`src/rtl/uart_tx_fifo.sv`:
```
// rtl/uart_tx_fifo.sv - UART transmitter with integrated transmit FIFO
// Frame settings are captured at pop time so a frame in flight is immune to cfg changes.
module uart_tx_fifo #(
  parameter int MAX_W      = 9,
  parameter int FIFO_DEPTH = 8,
  parameter int DIV_W      = 16
) (
  input  logic                          clk,
  input  logic                          reset,
  input  logic                          s_valid,
  output logic                          s_ready,
  input  logic [MAX_W-1:0]              s_data,
  input  logic [DIV_W-1:0]              cfg_div,
  input  logic [3:0]                    cfg_len,
  input  logic [1:0]                    cfg_parity,
  input  logic                          cfg_stop2,
  output logic                          txd,
  output logic                          busy,
  output logic [$clog2(FIFO_DEPTH):0]   fifo_count
);

  localparam int AW = $clog2(FIFO_DEPTH);
  localparam int CW = AW + 1;
  localparam logic [3:0]    MAX_LEN = 4'(MAX_W);
  localparam logic [CW-1:0] FULL    = CW'(FIFO_DEPTH);

  typedef enum logic [2:0] {
    S_IDLE,
    S_START,
    S_DATA,
    S_PARITY,
    S_STOP
  } state_e;

  logic [MAX_W-1:0] mem_q [FIFO_DEPTH];
  logic [AW-1:0]    wr_ptr_q, wr_ptr_d;
  logic [AW-1:0]    rd_ptr_q, rd_ptr_d;
  logic [CW-1:0]    count_q, count_d;
  logic             push, pop;

  state_e           state_q, state_d;
  logic [DIV_W-1:0] baud_q, baud_d;
  logic [3:0]       bit_idx_q, bit_idx_d;
  logic [MAX_W-1:0] shift_q, shift_d;
  logic [DIV_W-1:0] div_q, div_d;
  logic [3:0]       len_q, len_d;
  logic             par_en_q, par_en_d;
  logic             par_bit_q, par_bit_d;
  logic             stop2_q, stop2_d;
  logic             stop_idx_q, stop_idx_d;
  logic             txd_q, txd_d;

  logic             bit_end;
  logic [MAX_W-1:0] head;
  logic [3:0]       eff_len;
  logic [MAX_W-1:0] load_data;
  logic             load_par_en;
  logic             load_par_bit;

  assign s_ready    = (count_q != FULL);
  assign push       = s_valid && s_ready;
  assign fifo_count = count_q;
  assign busy       = (state_q != S_IDLE) || (count_q != '0);
  assign txd        = txd_q;
  assign bit_end    = (baud_q == div_q);
  assign head       = mem_q[rd_ptr_q];

  // Storage needs no reset: entries are only ever read after being written.
  always_ff @(posedge clk) begin
    if (push) begin
      mem_q[wr_ptr_q] <= s_data;
    end
  end

  always_comb begin
    wr_ptr_d = push ? wr_ptr_q + AW'(1) : wr_ptr_q;
    rd_ptr_d = pop  ? rd_ptr_q + AW'(1) : rd_ptr_q;
    count_d  = count_q + CW'(push) - CW'(pop);
  end

  // Out-of-range lengths fall back to the widest word; unused bits are zeroed
  // so neither the shifter nor the parity sees them.
  always_comb begin
    eff_len = ((cfg_len < 4'd5) || (cfg_len > MAX_LEN)) ? MAX_LEN : cfg_len;
    for (int i = 0; i < MAX_W; i++) begin
      load_data[i] = head[i] & (i < int'(eff_len));
    end
    load_par_en  = (cfg_parity == 2'b01) || (cfg_parity == 2'b10);
    load_par_bit = (^load_data) ^ (cfg_parity == 2'b10);
  end

  always_comb begin
    state_d    = state_q;
    baud_d     = baud_q;
    bit_idx_d  = bit_idx_q;
    shift_d    = shift_q;
    div_d      = div_q;
    len_d      = len_q;
    par_en_d   = par_en_q;
    par_bit_d  = par_bit_q;
    stop2_d    = stop2_q;
    stop_idx_d = stop_idx_q;
    pop        = 1'b0;
    txd_d      = 1'b1;

    if (state_q != S_IDLE) begin
      baud_d = bit_end ? '0 : baud_q + DIV_W'(1);
    end

    case (state_q)
      S_IDLE: begin
        if (count_q != '0) begin
          pop = 1'b1;
        end
      end
      S_START: begin
        if (bit_end) begin
          state_d   = S_DATA;
          bit_idx_d = '0;
        end
      end
      S_DATA: begin
        if (bit_end) begin
          shift_d = shift_q >> 1;
          if (bit_idx_q == len_q - 4'd1) begin
            state_d    = par_en_q ? S_PARITY : S_STOP;
            stop_idx_d = 1'b0;
          end else begin
            bit_idx_d = bit_idx_q + 4'd1;
          end
        end
      end
      S_PARITY: begin
        if (bit_end) begin
          state_d    = S_STOP;
          stop_idx_d = 1'b0;
        end
      end
      S_STOP: begin
        if (bit_end) begin
          if (stop_idx_q == stop2_q) begin
            if (count_q != '0) begin
              pop = 1'b1;
            end else begin
              state_d = S_IDLE;
            end
          end else begin
            stop_idx_d = 1'b1;
          end
        end
      end
      default: state_d = S_IDLE;
    endcase

    // A pop from IDLE or from the last stop bit starts the next frame directly.
    if (pop) begin
      state_d   = S_START;
      baud_d    = '0;
      shift_d   = load_data;
      div_d     = cfg_div;
      len_d     = eff_len;
      par_en_d  = load_par_en;
      par_bit_d = load_par_bit;
      stop2_d   = cfg_stop2;
    end

    case (state_d)
      S_START:  txd_d = 1'b0;
      S_DATA:   txd_d = shift_d[0];
      S_PARITY: txd_d = par_bit_d;
      default:  txd_d = 1'b1;
    endcase
  end

  always_ff @(posedge clk or posedge reset) begin
    if (reset) begin
      wr_ptr_q   <= '0;
      rd_ptr_q   <= '0;
      count_q    <= '0;
      state_q    <= S_IDLE;
      baud_q     <= '0;
      bit_idx_q  <= '0;
      shift_q    <= '0;
      div_q      <= '0;
      len_q      <= '0;
      par_en_q   <= 1'b0;
      par_bit_q  <= 1'b0;
      stop2_q    <= 1'b0;
      stop_idx_q <= 1'b0;
      txd_q      <= 1'b1;
    end else begin
      wr_ptr_q   <= wr_ptr_d;
      rd_ptr_q   <= rd_ptr_d;
      count_q    <= count_d;
      state_q    <= state_d;
      baud_q     <= baud_d;
      bit_idx_q  <= bit_idx_d;
      shift_q    <= shift_d;
      div_q      <= div_d;
      len_q      <= len_d;
      par_en_q   <= par_en_d;
      par_bit_q  <= par_bit_d;
      stop2_q    <= stop2_d;
      stop_idx_q <= stop_idx_d;
      txd_q      <= txd_d;
    end
  end

endmodule

```
`config.mk`:
```
export PLATFORM = sky130hd
export DESIGN_NAME = uart_tx_fifo
export DESIGN_NICKNAME = d
export VERILOG_FILES = /design/src/rtl/uart_tx_fifo.sv
export SDC_FILE = /design/constraint.sdc
export NUM_CORES = 1
export LEC_CHECK = 0
export ABC_AREA = 1
export CAP_MARGIN = 10
export CORE_MARGIN = 2
export CORE_UTILIZATION = 59
export DETAILED_ROUTE_END_ITERATION = 8
export PLACE_DENSITY = 0.76
export SLEW_MARGIN = 20
export SYNTH_ARGS = -nofsm -noshare
export SYNTH_HDL_FRONTEND = slang
export SYNTH_SLANG_ARGS = --single-unit
export TNS_END_PERCENT = 1
```
`constraint.sdc`:
```
create_clock -name clk -period 3.74 [get_ports clk]
set_clock_uncertainty 0.2 [all_clocks]
set_input_delay 0.374 -clock clk [delete_from_list [all_inputs] [get_ports clk]]
set_output_delay 0.374 -clock clk [all_outputs]
set_load 0.05 [all_outputs]
```
==> results.toml <==
[outcome]
status = "completed"

[sta]
relSlewSlack_pct = 36.4
rsz0062_at_grt = "no"
tightest_slew_ns = 0.952
setup_violations = 0
hold_viol = 0
slew_viol_final = 0
final.min_clock_period_ns = 3.14
max_freq_mhz = 318
fin_crit_sh_pct = 84.0
setup_tns_ns = 0

[detailed_routing]
firstDrtPassIters = 5
antenna_left = 0
via_per_inst = 5.24
wl_per_cell_um = 15.1
drt_wl_total_mm = 14.6
drtIter0Drc = 519
drc = 0
vias = 5053

[clock_tree]
clk_latency_ns = 0.43
htree_levels = 4
cts_buffer_depth = 2
cts.clk_slew.worst_paths_ns = 0.06
cts-root-buf = "clkbuf_16"
cts.sinks = 139
cts_tree = "done"
hold_buffers = 0
post_cts_buffers = 0
numCtsBuffers = 17
post_cts_resized = 0

[place]
port_buffers = 41
hpwl_mm = 9.60
place_congestion = 0.861

[critical_path]
crit_type = "register to primary output"
r2r_slack_ns = 0.83
reg2reg_to = "fifo_count[1]$_DFF_PP0_"
worstPathRequired_ns = 3.17
critPathMaxFanout = 9
arrival_ns = 2.57
start_kind = "register"
r2r-start = "baud_q[0]$_DFFE_PP0P_"
critical_path.max_stage_delay_ns = 0.74
slowest_stage = "clkdlybuf4s50_1"
reg2reg_depth = 16
worstSetupEndpointType = "primary output"
path_cells = "inv_1, ha_1, nand3_1, nor3_2, inv_2, clkdlybuf4s50_1"

[power]
seqPwrFrac_pct = 43.3
p_int_w = 0.00315
p_sw_w = 0.00136
p_per_area_nw_per_um2 = 566
power.leakage_nw = 3.66
clkPwrFrac_pct = 38.0
ir_drop_mv = 0.541
p_comb_share_pct = 18.7
sw_frac_of_total_pct = 30.1

[run]
maxCapViolCount = 0

[yosys]
ys_seq_elements = 139
ys_types = 40
synth.area.top_cells = "edfxtp_1 32%, dfrtp_1 24%, nand2_1 13%"
synth-main-ff-cell = "edfxtp_1"
synth.top_cell.area_share_pct = 31.8
avgSynthCellArea_um2 = 8.99
synth_top_cell_by_area = "edfxtp_1"
synth-edff-count = 72
synthArstFlopShare_pct = 48.2
synthCells = 756
synth.most_common_cell = "nand2_1"
synth_nets = 804
netlist_top_cells_count = "239 x nand2_1, 96 x inv_1, 72 x edfxtp_1, 72 x nand3_1, 66 x dfrtp_1"
synth-seq-area-share_pct = 56.5
ys_warn_count = 0
syn-cell-area_um2 = 6800

[worst_hold_path]
hold_path_depth = 3
worst_hold_startpoint = "cfg_div[5]"
hold_class = "input port to register"
hold_path_end = "div_q[5]$_DFFE_PP0P_"

[final_layout]
diodes = 0
flow.area_growth_from_synthesis_pct = 17.2
num-fill-cells = 842
fin_nets = 857
fin_util_pct = 70.3
drive_gt1_share_pct = 9.12

[grt]
overflow = 0
grt_max_degree = 46
grt_pass1_vias = 5048
antenna_found_initial = 0
grt.total_usage_pct = 25.4
grt_first_pass_wirelength_mm = 24.4

[floorplan]
start_util_pct = 60.0
die_area_um2 = 12400
dieWidth_um = 111
core_area_um2 = 11300
ios = 42
rows = 39
die-height_um = 111
## power by group through the flow
stage	registers, W	logic [W]	clock network (W)
after floorplan	0.00203	0.000477	0
after global placement	0.00196	0.000799	0
after detailed placement	0.00197	0.000831	0
after CTS	0.00195	0.000849	0.00174
after global routing	0.00197	0.000942	0.00181
final	0.00195	0.000843	0.00171
## cell families (layout without fill, tap and decap cells)
group / count (synthesis) / count (layout) / share of synthesized area [%]
AOI/OAI and AO/OA: 46 / 46 / 3.90
buffers and inverters: 124 / 190 / 7.71
DFF: 139 / 139 / 56.5
xor gates and xnor gates: 27 / 27 / 3.48
and+or+nand+nor: 406 / 406 / 25.7
adders and majority gates: 13 / 13 / 2.50
muxes: 1 / 1 / 0.147
## stage by stage
step | total power (W) | instances | hold slack (ns) | instance area (um^2) | setup WS [ns]
finish | 0.00450 | 965 | 0.280 | 7960 | 0.599
floorplan | 0.00251 | 756 | 0.245 | 6800 | 0.837
detailed placement | 0.00280 | 933 | 0.275 | 7360 | 0.944
global route | 0.00472 | 965 | 0.267 | 7960 | 0.453
CTS | 0.00454 | 965 | 0.263 | 7960 | 0.575
global placement | 0.00276 | 933 | 0.265 | 7360 | 1.03
## placed cells by master (no fill, tap or decap), types with 3 or more instances in the layout
cell type / n
nand4_1: 4
dfrtp_1: 66
clkbuf_16: 17
inv_1: 95
o211ai_1: 3
clkdlybuf4s50_1: 41
nand2_2: 5
nand2_1: 239
nor3_2: 9
o21ai_0: 22
xor2_1: 17
buf_4: 15
inv_2: 5
a31oi_1: 3
a21oi_1: 10
ha_1: 12
or2_1: 3
edfxtp_1: 72
nand3_1: 72
nor2_1: 59
o221ai_1: 4
xnor2_1: 10
inv_8: 4
inv_6: 5
nor3_1: 6
## metal layers
layer  vias up  GRT usage (%)  share of wire [%]
met4         0           8.07                1.1
met1      2355           33.8                 44
met2       151           40.7                 49
li1       2531              -                  -
met3        16           7.60                6.4
met5         -              0                  0
## layout make-up
type / count / area (um^2) / share of cell area (%)
Clock inverter: 15 / 178 / 2.23
Timing Repair Buffer: 56 / 523 / 6.57
Inverter: 102 / 388 / 4.87
Multi-Input combinational cell: 493 / 2430 / 30.5
Clock buffer: 17 / 425 / 5.34
Tap cell: 143 / 179 / 2.25
Sequential cell: 139 / 3840 / 48.2
## critical path, delay by kind of cell (launching register included)
family / cells / cell delay [ns]
adder cells (fa/ha/maj): 1 / 0.19
buffers and inverters: 3 / 1.04
flip-flops: 1 / 0.38
AND/OR/NAND/NOR: 2 / 0.52
## registers in the layout, indices dropped and copies added (netlist names)
register and flops:
shift_q 9, len_q 4, txd 1, state_q 3, wr_ptr_q 3, bit_idx_q 4
rd_ptr_q 3, baud_q 16, mem_q 72, par_en_q 1, div_q 16, stop_idx_q 1
par_bit_q 1, stop2_q 1, fifo_count 4
## worst max path at each step
stage | cells past startpoint | start | endpoint
floorplan | 10 | fifo_count[2]$_DFF_PP0_ | fifo_count[2]$_DFF_PP0_
global placement | 16 | baud_q[11]$_DFFE_PP0P_ | fifo_count[2]$_DFF_PP0_
detailed placement | 15 | baud_q[7]$_DFFE_PP0P_ | fifo_count[2]$_DFF_PP0_
CTS | 6 | fifo_count[2]$_DFF_PP0_ | busy
global route | 6 | fifo_count[2]$_DFF_PP0_ | busy
finish | 6 | fifo_count[2]$_DFF_PP0_ | busy
No activity file was read; power rests on OpenSTA's default activity.
